--- src/rtl/return_addr_stack_pkg.sv ---
`default_nettype none
// ============================================================================
// Module      : return_addr_stack_pkg
// Description : Shared constants and types for the return-address stack:
//               overflow policy codes and the per-cycle operation decode.
// Revision    : 1.0 - initial release
// ============================================================================
package return_addr_stack_pkg;

    // Overflow policy selector values for OVERFLOW_MODE
    localparam int RAS_MODE_WRAP     = 0;
    localparam int RAS_MODE_SATURATE = 1;

    // Byte distance from a link instruction to its return point
    localparam int unsigned C_LINK_BYTES = 4;

    // Operation selected for the current edge, already priority-resolved
    typedef enum logic [2:0] {
        OP_IDLE    = 3'd0,
        OP_FLUSH   = 3'd1,
        OP_REPLACE = 3'd2,
        OP_PUSH    = 3'd3,
        OP_POP     = 3'd4
    } ras_op_e;

    // flush beats push+pop, which beats push, which beats pop
    function automatic ras_op_e decode_op(input logic push, input logic pop,
                                          input logic flush);
        ras_op_e op;
        if (flush)            op = OP_FLUSH;
        else if (push && pop) op = OP_REPLACE;
        else if (push)        op = OP_PUSH;
        else if (pop)         op = OP_POP;
        else                  op = OP_IDLE;
        return op;
    endfunction

endpackage : return_addr_stack_pkg
`default_nettype wire

--- src/rtl/return_addr_stack_storage.sv ---
`default_nettype none
// ============================================================================
// Module      : ras_storage
// Description : DEPTH x ADDR_WIDTH register file, one synchronous write port
//               and one asynchronous read port. All words clear on reset.
// Revision    : 1.0 - initial release
// ============================================================================
module ras_storage #(
    parameter int ADDR_WIDTH = 32,
    parameter int DEPTH      = 8,
    localparam int PTR_W     = $clog2(DEPTH)
) (
    input  logic                  clk,
    input  logic                  reset,
    input  logic                  wr_en,
    input  logic [PTR_W-1:0]      wr_idx,
    input  logic [ADDR_WIDTH-1:0] wr_data,
    input  logic [PTR_W-1:0]      rd_idx,
    output logic [ADDR_WIDTH-1:0] rd_data
);

    logic [ADDR_WIDTH-1:0] r_mem [DEPTH];

    // Word storage: cleared on reset, single write per edge
    always_ff @(posedge clk or posedge reset) begin
        if (reset) begin
            for (int i = 0; i < DEPTH; i++) begin
                r_mem[i] <= '0;
            end
        end else if (wr_en) begin
            r_mem[wr_idx] <= wr_data;
        end
    end

    assign rd_data = r_mem[rd_idx];

endmodule : ras_storage
`default_nettype wire

--- src/rtl/return_addr_stack.sv ---
`default_nettype none
// ============================================================================
// Module      : return_addr_stack
// Description : Return-address stack for the fetch unit. Link branches push
//               PC+4, returns pop it; circular storage with wrap or saturate
//               overflow policy, flush, sticky overflow and underflow pulse.
// Revision    : 1.0 - initial release
// ============================================================================
module return_addr_stack
    import return_addr_stack_pkg::*;
#(
    parameter int ADDR_WIDTH    = 32,
    parameter int DEPTH         = 8,
    parameter int OVERFLOW_MODE = RAS_MODE_WRAP,
    localparam int PTR_W        = $clog2(DEPTH),
    localparam int CNT_W        = $clog2(DEPTH) + 1
) (
    input  logic                  clk,
    input  logic                  reset,
    input  logic                  push,
    input  logic [ADDR_WIDTH-1:0] push_pc,
    input  logic                  pop,
    input  logic                  flush,
    output logic [ADDR_WIDTH-1:0] top_addr,
    output logic                  top_valid,
    output logic [CNT_W-1:0]      count,
    output logic                  overflow,
    output logic                  underflow
);

    localparam logic [CNT_W-1:0] C_FULL = CNT_W'(DEPTH);

    logic [PTR_W-1:0]      r_tos;
    logic [CNT_W-1:0]      r_count;
    logic                  r_overflow;
    logic                  r_underflow;

    logic [PTR_W-1:0]      w_next_tos;
    logic [CNT_W-1:0]      w_next_count;
    logic                  w_next_overflow;
    logic                  w_next_underflow;
    logic                  w_wr_en;
    logic [PTR_W-1:0]      w_wr_idx;
    logic [PTR_W-1:0]      w_tos_inc;
    logic [ADDR_WIDTH-1:0] w_link_addr;
    logic [ADDR_WIDTH-1:0] w_rd_data;
    logic                  w_empty;
    logic                  w_full;
    ras_op_e               w_op;

    // Return address wraps naturally modulo 2^ADDR_WIDTH
    assign w_link_addr = push_pc + ADDR_WIDTH'(C_LINK_BYTES);
    assign w_tos_inc   = r_tos + PTR_W'(1);
    assign w_empty     = (r_count == '0);
    assign w_full      = (r_count == C_FULL);
    assign w_op        = decode_op(push, pop, flush);

    // Next-state for pointer, occupancy and flags, plus the storage write
    always_comb begin
        w_next_tos       = r_tos;
        w_next_count     = r_count;
        w_next_overflow  = r_overflow;
        w_next_underflow = 1'b0;
        w_wr_en          = 1'b0;
        w_wr_idx         = r_tos;
        case (w_op)
            OP_FLUSH: begin
                w_next_count    = '0;
                w_next_overflow = 1'b0;
            end
            OP_REPLACE: begin
                // jalr through $ra: overwrite top; on empty it is a plain push
                w_wr_en = 1'b1;
                if (w_empty) begin
                    w_next_tos   = w_tos_inc;
                    w_wr_idx     = w_tos_inc;
                    w_next_count = CNT_W'(1);
                end
            end
            OP_PUSH: begin
                if (!w_full) begin
                    w_next_tos   = w_tos_inc;
                    w_wr_idx     = w_tos_inc;
                    w_wr_en      = 1'b1;
                    w_next_count = r_count + CNT_W'(1);
                end else begin
                    w_next_overflow = 1'b1;
                    // With a full ring the slot above top holds the oldest entry
                    if (OVERFLOW_MODE == RAS_MODE_WRAP) begin
                        w_next_tos = w_tos_inc;
                        w_wr_idx   = w_tos_inc;
                        w_wr_en    = 1'b1;
                    end
                end
            end
            OP_POP: begin
                if (w_empty) begin
                    w_next_underflow = 1'b1;
                end else begin
                    w_next_tos   = r_tos - PTR_W'(1);
                    w_next_count = r_count - CNT_W'(1);
                end
            end
            default: begin
            end
        endcase
    end

    // Control state register
    always_ff @(posedge clk or posedge reset) begin
        if (reset) begin
            r_tos       <= '0;
            r_count     <= '0;
            r_overflow  <= 1'b0;
            r_underflow <= 1'b0;
        end else begin
            r_tos       <= w_next_tos;
            r_count     <= w_next_count;
            r_overflow  <= w_next_overflow;
            r_underflow <= w_next_underflow;
        end
    end

    ras_storage #(
        .ADDR_WIDTH (ADDR_WIDTH),
        .DEPTH      (DEPTH)
    ) u_storage (
        .clk     (clk),
        .reset   (reset),
        .wr_en   (w_wr_en),
        .wr_idx  (w_wr_idx),
        .wr_data (w_link_addr),
        .rd_idx  (r_tos),
        .rd_data (w_rd_data)
    );

    assign top_addr  = w_empty ? '0 : w_rd_data;
    assign top_valid = !w_empty;
    assign count     = r_count;
    assign overflow  = r_overflow;
    assign underflow = r_underflow;

endmodule : return_addr_stack
`default_nettype wire

--- config.mk ---
export PLATFORM = sky130hd
export DESIGN_NAME = return_addr_stack
export DESIGN_NICKNAME = d
export VERILOG_FILES = /design/src/rtl/return_addr_stack_pkg.sv /design/src/rtl/return_addr_stack_storage.sv /design/src/rtl/return_addr_stack.sv
export SDC_FILE = /design/constraint.sdc
export NUM_CORES = 1
export LEC_CHECK = 0
export ABC_CLOCK_PERIOD_IN_PS = 8200
export CAP_MARGIN = 20
export CORE_UTILIZATION = 25
export CTS_BUF_LIST = sky130_fd_sc_hd__clkbuf_4 sky130_fd_sc_hd__clkbuf_8 sky130_fd_sc_hd__clkbuf_16
export DETAILED_ROUTE_END_ITERATION = 10
export DONT_BUFFER_PORTS = 1
export GPL_ROUTABILITY_DRIVEN = 0
export SLEW_MARGIN = 20
export SYNTH_ARGS = -nofsm -noshare
export SYNTH_HDL_FRONTEND = slang
export SYNTH_HIERARCHICAL = 1
export SYNTH_SLANG_ARGS = --single-unit
--- constraint.sdc ---
create_clock -name clk -period 8.2 [get_ports clk]
set_input_delay 1.64 -clock clk [delete_from_list [all_inputs] [get_ports clk]]
set_output_delay 1.64 -clock clk [all_outputs]
set_load 0.01 [all_outputs]
After elaboration in Yosys (flattened, before gate mapping)
Index checks and enable logic that the tools add are counted.
- bitwise logic cells: 2
- add/sub/neg operators: 5
- order comparisons: 3
- equality and inequality tests: 9
- mux-type cells: 24
- reductions and logical operators: 11
- operator list (cell ; count):
    $bwmux W256 ; 1
    $mux W32 ; 4
    $bmux W32 S3 ; 1
    $demux W32 S3 ; 1
    $add A32 B3 Y32 const B ; 1
    $mux W3 ; 6
    $pmux W4 S4 ; 1
    $mux W4 ; 3
    $pmux W3 S3 ; 1
    $ge A4 B4 Y1 const B ; 2
    $ne A2 B2 Y1 const B ; 4
    $not A3 Y4 ; 2
    $eq A3 B2 Y1 const B ; 2
    $pmux W3 S2 ; 1
    $add A4 B1 Y4 const B ; 1
    $eq A4 B4 Y1 const B ; 1
    $logic_not A4 Y1 ; 1
    $lt A4 B1 Y1 const B ; 1
    $mux W1 ; 4
    $reduce_and A2 Y1 ; 2
    $reduce_and A4 Y1 ; 1
    $reduce_bool A4 Y1 ; 1
    $sub A4 B1 Y4 const B ; 1
    $add A3 B1 Y3 const B ; 1
    other kinds (9) ; 10
- register bits: 265
- input port bits: 37
- output and inout bits: 39

Depth between registers and ports, before layout
Gate-level depths: netlist of run 1.
- depth in word-level cells: 12
- gate-level depth with buffers: 9
- gate-level depth less buffers: 7

By module
The synthesis of run 1 kept the hierarchy.
- by module, submodules not included (module ; instances ; cells an instance ; area each (um^2)):
    ras_storage ; 1 ; 666 ; 11651.2
    return_addr_stack ; 1 ; 197 ; 1529.0

Worst setup path before layout of run 1
No wires, ideal clock.
- path kind: input-to-reg
- start: input flush
- end: register u_storage/r_mem[212] in the netlist's numbering
- path buffers: 4
- cell stages on the path: 9
- setup slack: 4.549 ns
- data arrival time: 3.526 ns
- cell sequence: clkbuf_1 > nor2_1 > nand2_1 > mux2_2 > buf_2 > nor4bb_1 > clkbuf_2 > buf_4 > mux2_2
- elaborated cells between the ends (all ways): 13
- classes of those cells: 2 x order compare; 2 x eq/ne; 6 x mux; 1 x bitwise; 2 x reduce/logical
- RTL lines (element ; line ; source):
    from (decl) ; return_addr_stack.sv:23 ; input logic flush,
    $mux W3 (*) ; return_addr_stack_pkg.sv:30 ; if (flush) op = OP_FLUSH;
    $eq A3 B2 Y1 ; return_addr_stack.sv:66 ; case (w_op)
    $reduce_or A2 Y1 (no source line) (*) ; n/a ;
    $mux W1 (*) ; n/a ;
    via w_wr_en ; return_addr_stack.sv:42 ; logic w_wr_en;
    to (signal, indexed assignment) ; return_addr_stack_storage.sv:31 ; r_mem[wr_idx] <= wr_data;
    to (decl) ; return_addr_stack_storage.sv:22 ; logic [ADDR_WIDTH-1:0] r_mem [DEPTH];
The timed path passes the listed nets; every way through them passes the cells marked *.
A chain may end at the register's enable or synchronous reset.

Worst setup path after layout of run 1
- start: register r_tos[0]
- end: output top_addr[22]
- cells in the longest elaborated chain, start to end: 5
- ends and longest elaborated chain (element ; line ; source):
    from (decl) ; return_addr_stack.sv:33 ; logic [PTR_W-1:0] r_tos;
    from (signal assigned) ; return_addr_stack.sv:117 ; r_tos <= w_next_tos;
    $not A3 Y4 (implied by the code) ; return_addr_stack_storage.sv:35 ; assign rd_data = r_mem[rd_idx];
    $bmux W32 S3 ; return_addr_stack_storage.sv:35 ;
    $mux W32 (implied by the code) (2 in series) ; return_addr_stack_storage.sv:35 ;
    via w_rd_data[22] ; return_addr_stack.sv:46 ; logic [ADDR_WIDTH-1:0] w_rd_data;
    $mux W32 ; return_addr_stack.sv:137 ; assign top_addr = w_empty ? '0 : w_rd_data;
    to (decl) ; return_addr_stack.sv:24 ; output logic [ADDR_WIDTH-1:0] top_addr,
The timed path passes the listed nets, and every way through them passes these cells. The select of a mux whose other input is x is not followed.

==> impl_metrics.csv, run 1 <==
group,metric,value,unit
grt,first_global_vias,7812,
yosys,async_flop_share,100,%
clocking,cts_tree,"yes",
yosys,synth_flop_cell,"dfrtp_1",
worst_setup_path,required,6560,ps
yosys,syn_nets,906,
floorplanning,die-area,0.0536,mm²
cells_and_area,syn_to_final_growth,13.2,%
clocking,htreeDepth,1,
floorplanning,initial_utilization,25.5,%
drt,route.detailed.drc,0,
drt,drtPass1Iterations,4,
clocking,hold_buffers,0,
drt,wl,31.6,mm
sta,finalMaxSlewViolations,0,
sta,holdWs,475,ps
cells_and_area,drive_gt1_share,45.8,%
clocking,numCtsBuffers,30,
power,peakVddDrop,188,µV
yosys,ys_seq_area_share,50.3,%
status,status,"complete, no violations",
floorplanning,rows,83,
sta,hold_viol_final,0,
job,maxCapViolations,0,
cells_and_area,fin_nets,897,
power,power,0.00570,W
yosys,synth-seq-cells,265,
sta,rsz0062_at_grt,"false",
sta,finalCritPeriodShare,60.9,%
drt,avgRoutedWirePerCell,20.3,µm
cells_and_area,antennaDiodeCount,0,
worst_setup_path,path_class,"register to output pin",
yosys,synth_edf_count,0,
drt,ant_nets,0,
grt,grt_overflow,0,
drt,drtIter0Drc,389,
worst_setup_path,r2r_setup_slack,3830,ps
yosys,avgSynthCellArea,15.3,µm²
sta,skew,18.0,ps
yosys,yosys_warnings,6,
floorplanning,fp.coreArea,0.0517,mm²
grt,grt_pass1_wl,49.6,mm
yosys,synthesis.instances,863,
sta,clock.fmax,200,MHz
worst_setup_path,start_kind,"register",
placement,dpl.hpwl,19.4,mm
sta,tns,0,ps
floorplanning,die_height,232,µm
min_path,hp-class,"register to register",
sta,worst_pin_slew,985,ps
yosys,ys_types,52,
clocking,cts_root_buf,"clkbuf_16",
clocking,cts_sinks,265,
clocking,ctsResizeCount,0,
clocking,clk_latency,560,ps
clocking,clk_pin_slew,60,ps
yosys,syn_area,0.0132,mm²
worst_setup_path,critPathArrivalTime,3360,ps
worst_setup_path,cp_max_fo,35,
placement,portBuffers,0,
clocking,cts_setup_buffers,0,
sta,max_slew_margin,33.9,%
grt,grt_usage,12.1,%
floorplanning,pin_count,76,
worst_setup_path,cp-end-kind,"output pin",
grt,antenna_found_initial,0,
drt,routed_via_density,4.64,
clocking,cts_max_path_buffers,3,
drt,vias,7226,
power,pwr_density_cell,382,mW/mm²
sta,setup_violations,0,
cells_and_area,nFillCells,5218,
grt,grt_max_degree,202,
power,p_leak,6.32,nW
sta,layout_min_cycle_time,5000,ps
floorplanning,die_x,232,µm
## worst max-delay path: stages (launching register included)
cell and delay (ps):
dfrtp_2 1000, buf_4 640, mux4_1 660, mux2_2 300, and2_1 180
## cell families (layout without fill, tap and decap cells)
group | Yosys count | after routing | synth area share [%]
multiplexers | 356 | 356 | 37.1
flip-flops | 265 | 265 | 50.3
XOR/XNOR | 34 | 34 | 2.26
buffers and inverters | 66 | 80 | 3.00
AND/OR/NAND/NOR | 120 | 120 | 5.91
adder cells (fa/ha/maj) | 6 | 6 | 0.627
AO/OA/AOI/OAI | 16 | 16 | 0.826
## final cells by class
class                           instances  area, µm²  area share (%)
Timing Repair Buffer                   15        145           0.973
Clock inverter                          8       71.3           0.478
Multi-Input combinational cell        532       6200            41.6
Sequential cell                       265       6640            44.5
Clock buffer                           47        971            6.51
Inverter                               10       41.3           0.277
Tap cell                              680        851            5.70
## state kept, by name, indices dropped and copies added (netlist names)
| signal | flops |
|---|---|
| underflow | 1 |
| r_tos | 3 |
| count | 4 |
| overflow | 1 |
| u_storage/r_mem | 256 |
## cells in the final DEF (no fill, tap or decap), types with 2 or more instances in the layout
cell / netlist / layout
and3_1: 4 / 4
and2_1: 33 / 33
mux2_1: 9 / 9
clkinv_2: 0 / 5
xnor2_1: 14 / 14
inv_1: 10 / 9
nor4_1: 3 / 3
buf_4: 13 / 13
nand2_1: 14 / 14
dfrtp_2: 0 / 2
nor2b_1: 2 / 2
clkinvlp_4: 0 / 2
dfrtp_1: 265 / 262
nor3_1: 5 / 5
nor3_2: 4 / 4
clkbuf_16: 0 / 31
mux2_4: 6 / 6
mux4_2: 32 / 32
a21oi_1: 3 / 3
clkbuf_4: 0 / 4
nor4bb_4: 0 / 3
mux4_1: 33 / 33
nor2_1: 13 / 13
xor2_1: 20 / 20
nand3_1: 12 / 12
mux2i_1: 2 / 2
clkbuf_8: 0 / 12
nand4_1: 10 / 10
ha_1: 5 / 5
o21ai_0: 2 / 2
nand2b_1: 3 / 3
nor4_4: 2 / 2
a211oi_1: 3 / 3
nand4b_1: 3 / 3
mux2_2: 274 / 274
and4_1: 2 / 2
## metal layers
layer,wire length [µm],up-vias,track usage [%],part of all wire [%]
met4,612,0,3.08,1.9
met5,0,-,0,0
met2,15500,117,20.1,49
li1,-,3221,-,-
met3,2050,45,3.64,6.5
met1,13400,3843,15.3,42
## synthesized netlist by cell type (all sizes together), types with 2 or more instances
| cell type | n | area share (%) |
|---|---|---|
| xnor2 | 14 | 0.93 |
| o21ai | 2 | 0.076 |
| a21oi | 3 | 0.11 |
| and3 | 4 | 0.19 |
| ha | 5 | 0.47 |
| mux4 | 65 | 12 |
| nor2b | 2 | 0.095 |
| nor2 | 13 | 0.37 |
| buf | 44 | 2.3 |
| clkbuf | 12 | 0.37 |
| nand4 | 11 | 0.57 |
| xor2 | 20 | 1.3 |
| nand2 | 14 | 0.40 |
| inv | 10 | 0.28 |
| nor4bb | 3 | 0.23 |
| nand4b | 3 | 0.20 |
| mux2 | 289 | 25 |
| nand2b | 3 | 0.14 |
| and4 | 3 | 0.21 |
| dfrtp | 265 | 50 |
| nand3 | 12 | 0.46 |
| nor4 | 6 | 0.56 |
| a211oi | 3 | 0.17 |
| and2 | 33 | 1.6 |
| mux2i | 2 | 0.15 |
| nor3 | 10 | 0.62 |
## report_power, final
| part | internal [W] | switching, W |
|---|---|---|
| clock | 0.000839 | 0.000532 |
| combinational | 0.00123 | 0.000798 |
| sequential | 0.00194 | 0.000357 |
## through the flow
step	cell area, µm²	setup slack [ps]	utilization (%)	instances
floorplan	13200	3190	-	863
global placement	13800	3210	26.8	1501
detailed placement	13800	3090	26.8	1501
CTS	14900	3080	28.8	1556
global route	14900	2960	28.8	1557
finish	14900	3200	28.8	1557
## final timing paths
kind	cells past startpoint	startpoint	to
max reg2reg	6	count[0]$_DFFE_PP0P_	u_storage/r_mem[139]$_DFFE_PP0P_
max	4	r_tos[0]$_DFFE_PP0P_	top_addr[22]
max in group asynchronous	4	reset	u_storage/r_mem[230]$_DFFE_PP0P_
min in group asynchronous	1	reset	underflow$_DFF_PP0_
min reg2reg	1	u_storage/r_mem[96]$_DFFE_PP0P_	u_storage/r_mem[96]$_DFFE_PP0P_
min	1	u_storage/r_mem[96]$_DFFE_PP0P_	u_storage/r_mem[96]$_DFFE_PP0P_
Note: power is estimated with default switching activity, not from simulation.
==> inputs of run 2 (changes only) <==
--- a/config.mk
+++ b/config.mk
@@ -5,7 +5,7 @@
 export SDC_FILE = /design/constraint.sdc
 export NUM_CORES = 1
 export LEC_CHECK = 0
-export ABC_CLOCK_PERIOD_IN_PS = 8200
+export ABC_CLOCK_PERIOD_IN_PS = 4200
 export CAP_MARGIN = 20
 export CORE_UTILIZATION = 25
 export CTS_BUF_LIST = sky130_fd_sc_hd__clkbuf_4 sky130_fd_sc_hd__clkbuf_8 sky130_fd_sc_hd__clkbuf_16
==> constraint.sdc (replaced) <==
create_clock -name clk -period 4.2 [get_ports clk]
set_input_delay 0.84 -clock clk [delete_from_list [all_inputs] [get_ports clk]]
set_output_delay 0.84 -clock clk [all_outputs]
set_load 0.01 [all_outputs]
==> impl_metrics.csv, run 2 (synthesized netlist as in run 1, its figures left out) <==
group,metric,value,unit
power,share_comb_of_total_power,36.2,%
power,power,0.0111,W
sta,finalCritPeriodShare,84.0,%
cells_and_area,final_common_cell,"mux2_2",
sta,worst_pin_slew,811,ps
drt,routed_via_density,4.67,
floorplanning,initial_utilization,25.5,%
worst_setup_path,cp_max_fo,21,
drt,drtIter0Drc,357,
drt,wl,30.9,mm
floorplanning,fp.coreArea,0.0517,mm²
clocking,clk_pin_slew,60,ps
sta,hold_viol_final,0,
placement,portBuffers,0,
floorplanning,die_height,232,µm
sta,setup_violations,0,
worst_setup_path,critPathMaxStageDelay,780,ps
power,intPower,0.00783,W
drt,ant_nets,0,
worst_setup_path,critPathArrivalTime,2690,ps
cells_and_area,antennaDiodeCount,0,
grt,grt_pass1_wl,47.8,mm
clocking,numCtsBuffers,29,
clocking,cts_root_buf,"clkbuf_16",
clocking,ctsResizeCount,0,
cells_and_area,largest_reg_flops,256,
floorplanning,die-area,0.0536,mm²
worst_setup_path,critPathBufInv,1,
cells_and_area,fin_util,28.9,%
clocking,htreeDepth,1,
drt,avgRoutedWirePerCell,19.8,µm
grt,first_global_vias,7808,
cells_and_area,regMostFlops,"u_storage/r_mem",
drt,vias,7303,
clocking,cts_sinks,265,
status,status,"complete, no violations",
sta,skew,14.6,ps
cells_and_area,syn_to_final_growth,13.6,%
worst_setup_path,cp_cell_sequence,"buf_12, mux4_1, mux2_2, and2_1",
worst_setup_path,critPathSlowestCell,"dfrtp_2",
cells_and_area,layout_common_cells,"mux2_2 (274), dfrtp_1 (262), and2_1 (33), mux4_1 (33), mux4_2 (32)",
worst_setup_path,required,3360,ps
clocking,cts_setup_buffers,0,
power,p_seq_share,40.5,%
grt,grt_overflow,0,
clocking,cts_tree,"yes",
grt,grt_usage,11.6,%
cells_and_area,fin_nets,904,
sta,rsz0062_at_grt,"false",
floorplanning,rows,83,
grt,grt_max_degree,99,
min_path,hp-class,"input pin to async pin",
grt,antenna_found_initial,1,
drt,drtPass1Iterations,4,
clocking,cts_max_path_buffers,3,
floorplanning,die_x,232,µm
worst_setup_path,cp-end-kind,"output pin",
cells_and_area,nFillCells,5182,
sta,layout_min_cycle_time,3530,ps
drt,route.detailed.drc,0,
placement,dpl.hpwl,19.3,mm
sta,clock.fmax,283,MHz
job,maxCapViolations,0,
power,p_leak,6.35,nW
power,power_frac_clock,23.3,%
sta,finalMaxSlewViolations,0,
floorplanning,pin_count,76,
clocking,hold_buffers,0,
worst_setup_path,path_class,"register to output pin",
clocking,clk_latency,540,ps
worst_setup_path,cpLargestDelayFamily,"multiplexers",
worst_setup_path,start_kind,"register",
sta,max_slew_margin,45.8,%
power,peakVddDrop,353,µV
power,p_switching,0.00326,W
cells_and_area,drive_gt1_share,46.3,%
power,swShare,29.4,%
power,pwr_density_cell,741,mW/mm²
## run 2: power by group through the flow
stage | Combinational, W | Sequential (W) | Clock (W)
4_1_cts | 0.00411 | 0.00449 | 0.00266
5_1_grt | 0.00435 | 0.00466 | 0.00278
3_5_place_dp | 0.00409 | 0.00454 | 0
2_1_floorplan | 0.00342 | 0.00420 | 0
3_3_place_gp | 0.00400 | 0.00447 | 0
6_report | 0.00402 | 0.00449 | 0.00259
## run 2: area by class of cell
cell class	count	area (µm²)	share of cell area, %
tap	680	851	5.68
clock inverter	11	115	0.769
timing repair buffer	23	248	1.65
inverter	10	41.3	0.276
sequential	265	6640	44.3
multi-input combinational	532	6200	41.4
clock buffer	43	881	5.88
## run 2: worst register-to-register path, stage by stage, from the launching register on
cell     delay, ps
dfrtp_2        780
inv_1          170
ha_1           370
mux2_2         380
nor4b_4        290
buf_4          540
mux2_2         430
## run 2: worst paths after layout
check / end / cells past startpoint / start / slack [ps]
setup / recovery: top_addr[27] / 4 / r_tos[0]$_DFFE_PP0P_ / 670
hold / removal: r_tos[2]$_DFFE_PP0P_ / 1 / reset / 160
setup reg to reg: u_storage/r_mem[240]$_DFFE_PP0P_ / 6 / r_tos[0]$_DFFE_PP0P_ / 1100
hold reg to reg: u_storage/r_mem[96]$_DFFE_PP0P_ / 1 / u_storage/r_mem[96]$_DFFE_PP0P_ / 480
max in group asynchronous: u_storage/r_mem[173]$_DFFE_PP0P_ / 2 / reset / 2890
min in group clk: overflow$_DFFE_PP0P_ / 1 / flush / 360
## run 2: metal layers
metal | vias up | GRT usage, % | part of all wire (%)
met2 | 132 | 19.9 | 49
li1 | 3241 | - | -
met5 | - | 0 | 0
met1 | 3893 | 14.2 | 42
met3 | 37 | 3.32 | 6.6
met4 | 0 | 2.90 | 1.9
## run 2: per-stage QoR
step / cell area, µm² / TNS [ps] / cells / hold slack [ps] / setup slack (ps)
floorplan: 13200 / -2980 / 863 / 449 / -11.6
global placement: 14000 / 0 / 1510 / 460 / 926
detailed placement: 14000 / 0 / 1510 / 467 / 830
CTS: 15000 / 0 / 1564 / 153 / 605
global route: 15000 / 0 / 1564 / 163 / 535
finish: 15000 / 0 / 1564 / 157 / 672
==> inputs of run 3 (changes only) <==
--- a/config.mk
+++ b/config.mk
@@ -5,7 +5,7 @@
 export SDC_FILE = /design/constraint.sdc
 export NUM_CORES = 1
 export LEC_CHECK = 0
-export ABC_CLOCK_PERIOD_IN_PS = 4200
+export ABC_CLOCK_PERIOD_IN_PS = 3170
 export CAP_MARGIN = 20
 export CORE_UTILIZATION = 25
 export CTS_BUF_LIST = sky130_fd_sc_hd__clkbuf_4 sky130_fd_sc_hd__clkbuf_8 sky130_fd_sc_hd__clkbuf_16
==> constraint.sdc (replaced) <==
create_clock -name clk -period 3.17 [get_ports clk]
set_input_delay 0.634 -clock clk [delete_from_list [all_inputs] [get_ports clk]]
set_output_delay 0.634 -clock clk [all_outputs]
set_load 0.01 [all_outputs]
==> impl_metrics.csv, run 3 (synthesized netlist as in run 1, its figures left out) <==
group,metric,value,unit
status,status,"complete, no violations",
clocking,cts_root_buf,"clkbuf_16",
job,maxCapViolations,0,
clocking,cts_max_path_buffers,3,
min_path,hp-class,"input pin to async pin",
drt,route.detailed.drc,0,
worst_setup_path,critPathSlowestCell,"mux4_1",
drt,ant_nets,0,
placement,place_ws,472,ps
sta,clock.fmax,327,MHz
clocking,clk_pin_slew,60,ps
drt,drtPass1Iterations,4,
sta,finalMaxSlewViolations,0,
power,share_comb_of_total_power,37.4,%
clocking,htreeDepth,1,
cells_and_area,antennaDiodeCount,0,
cells_and_area,syn_to_final_growth,15.3,%
sta,worst_pin_slew,754,ps
worst_setup_path,critPathArrivalTime,2420,ps
drt,routed_via_density,4.64,
sta,hold_viol_final,0,
grt,grt_usage,12.1,%
power,swShare,29.3,%
grt,grt_max_degree,63,
sta,skew,17.6,ps
worst_setup_path,r2r_end,"u_storage/r_mem[99]$_DFFE_PP0P_",
floorplanning,die-area,0.0536,mm²
floorplanning,die_x,232,µm
grt,grt_overflow,0,
sta,layout_min_cycle_time,3060,ps
power,p_switching,0.00434,W
worst_setup_path,critPathMaxStageDelay,620,ps
clocking,cts_tree,"yes",
worst_setup_path,cp-end-kind,"output pin",
grt,antenna_found_initial,0,
power,power,0.0148,W
cells_and_area,drive_gt1_share,47.2,%
sta,max_slew_margin,49.6,%
worst_setup_path,r2r_setup_slack,480,ps
cells_and_area,register_area,0.00664,mm²
cells_and_area,largest_reg_flops,256,
cells_and_area,final_common_cell,"mux2_2",
cells_and_area,nFillCells,5175,
placement,portBuffers,0,
power,intPower,0.0105,W
floorplanning,pin_count,76,
floorplanning,die_height,232,µm
drt,drtIter0Drc,369,
power,power_frac_clock,23.4,%
placement,dp_cells,1528,
cells_and_area,layout_common_cells,"mux2_2 (274), dfrtp_1 (262), and2_1 (33), mux4_1 (33), mux4_2 (32)",
floorplanning,initial_utilization,25.5,%
worst_setup_path,cp_max_fo,26,
power,p_seq_share,39.2,%
power,p_leak,6.48,nW
cells_and_area,instances_no_fill,1582,
floorplanning,fp.coreArea,0.0517,mm²
worst_setup_path,reg2reg_from,"count[2]$_DFFE_PP0P_",
sta,setup_violations,0,
power,pwr_density_cell,975,mW/mm²
sta,setup_ws,114,ps
sta,finalCritPeriodShare,96.4,%
drt,vias,7333,
placement,dpl.hpwl,20.8,mm
worst_setup_path,start_kind,"register",
floorplanning,rows,83,
grt,first_global_vias,7897,
clocking,clk_latency,540,ps
clocking,numCtsBuffers,28,
drt,wl,32.0,mm
drt,avgRoutedWirePerCell,20.2,µm
clocking,cts_sinks,265,
power,peakVddDrop,451,µV
cells_and_area,fin_nets,923,
cells_and_area,regMostFlops,"u_storage/r_mem",
grt,grt_pass1_wl,50.0,mm
sta,rsz0062_at_grt,"false",
worst_setup_path,path_class,"register to output pin",
cells_and_area,multiInputGateArea,0.00620,mm²
worst_setup_path,cp_cell_sequence,"buf_16, mux4_1, mux2_2, and2_1",
worst_setup_path,timing.reg2reg.worst_path_depth,7,
worst_setup_path,required,2540,ps
-- run 3: repair_timing --
item / CTS / global route
setup endpoints to repair: 0 / 6
endpoints found under the hold margin: 9 / 0
resized for setup: 0 / 1
buffers inserted: 0 / 1
hold buffers: 1 / 0
-- run 3: per-layer routing --
metal / share of wire [%] / vias up / global-route usage [%]
li1: - / 3263 / -
met1: 41 / 3923 / 14.7
met2: 50 / 113 / 20.9
met3: 7.1 / 34 / 3.89
met4: 1.5 / 0 / 2.55
met5: 0 / - / 0
-- run 3: worst max-delay path, delay by kind of cell, from the launching register on --
kind | cells | cell delay, ps
flops | 1 | 530
simple gates | 1 | 170
buf+inv | 1 | 240
mux | 2 | 900
-- run 3: worst max-delay path by stage --
stage | cells past startpoint | to | start
finish | 4 | top_addr[2] | r_tos[2]$_DFFE_PP0P_
global route | 4 | top_addr[8] | r_tos[2]$_DFFE_PP0P_
CTS | 4 | top_addr[2] | r_tos[2]$_DFFE_PP0P_
detailed placement | 7 | u_storage/r_mem[193]$_DFFE_PP0P_ | count[2]$_DFFE_PP0P_
global placement | 7 | u_storage/r_mem[100]$_DFFE_PP0P_ | count[2]$_DFFE_PP0P_
floorplan | 1 | u_storage/r_mem[0]$_DFFE_PP0P_ | reset
-- run 3: final cells by class --
type,count,share of cell area (%)
Timing Repair Buffer,43,3.10
Sequential cell,265,43.7
Multi-Input combinational cell,532,40.8
Inverter,10,0.272
Clock buffer,35,5.28
Tap cell,680,5.60
Clock inverter,17,1.26
-- run 3: power by group through the flow --
stage               sequential (W)  clock, W  combinational (W)
global placement           0.00577         0            0.00553
floorplan                  0.00556         0            0.00453
CTS                        0.00581   0.00357            0.00567
global route               0.00601   0.00373            0.00600
finish                     0.00581   0.00346            0.00555
detailed placement         0.00586         0            0.00565
-- run 3: through the flow --
step                instance area (µm²)  hold WS, ps  utilization (%)  TNS (ps)
floorplan                         13200          449                -   -213920
global placement                  14200          462             27.4         0
detailed placement                14200          474             27.4         0
CTS                               15200         87.6             29.3         0
global route                      15200          122             29.4         0
finish                            15200         91.5             29.4         0
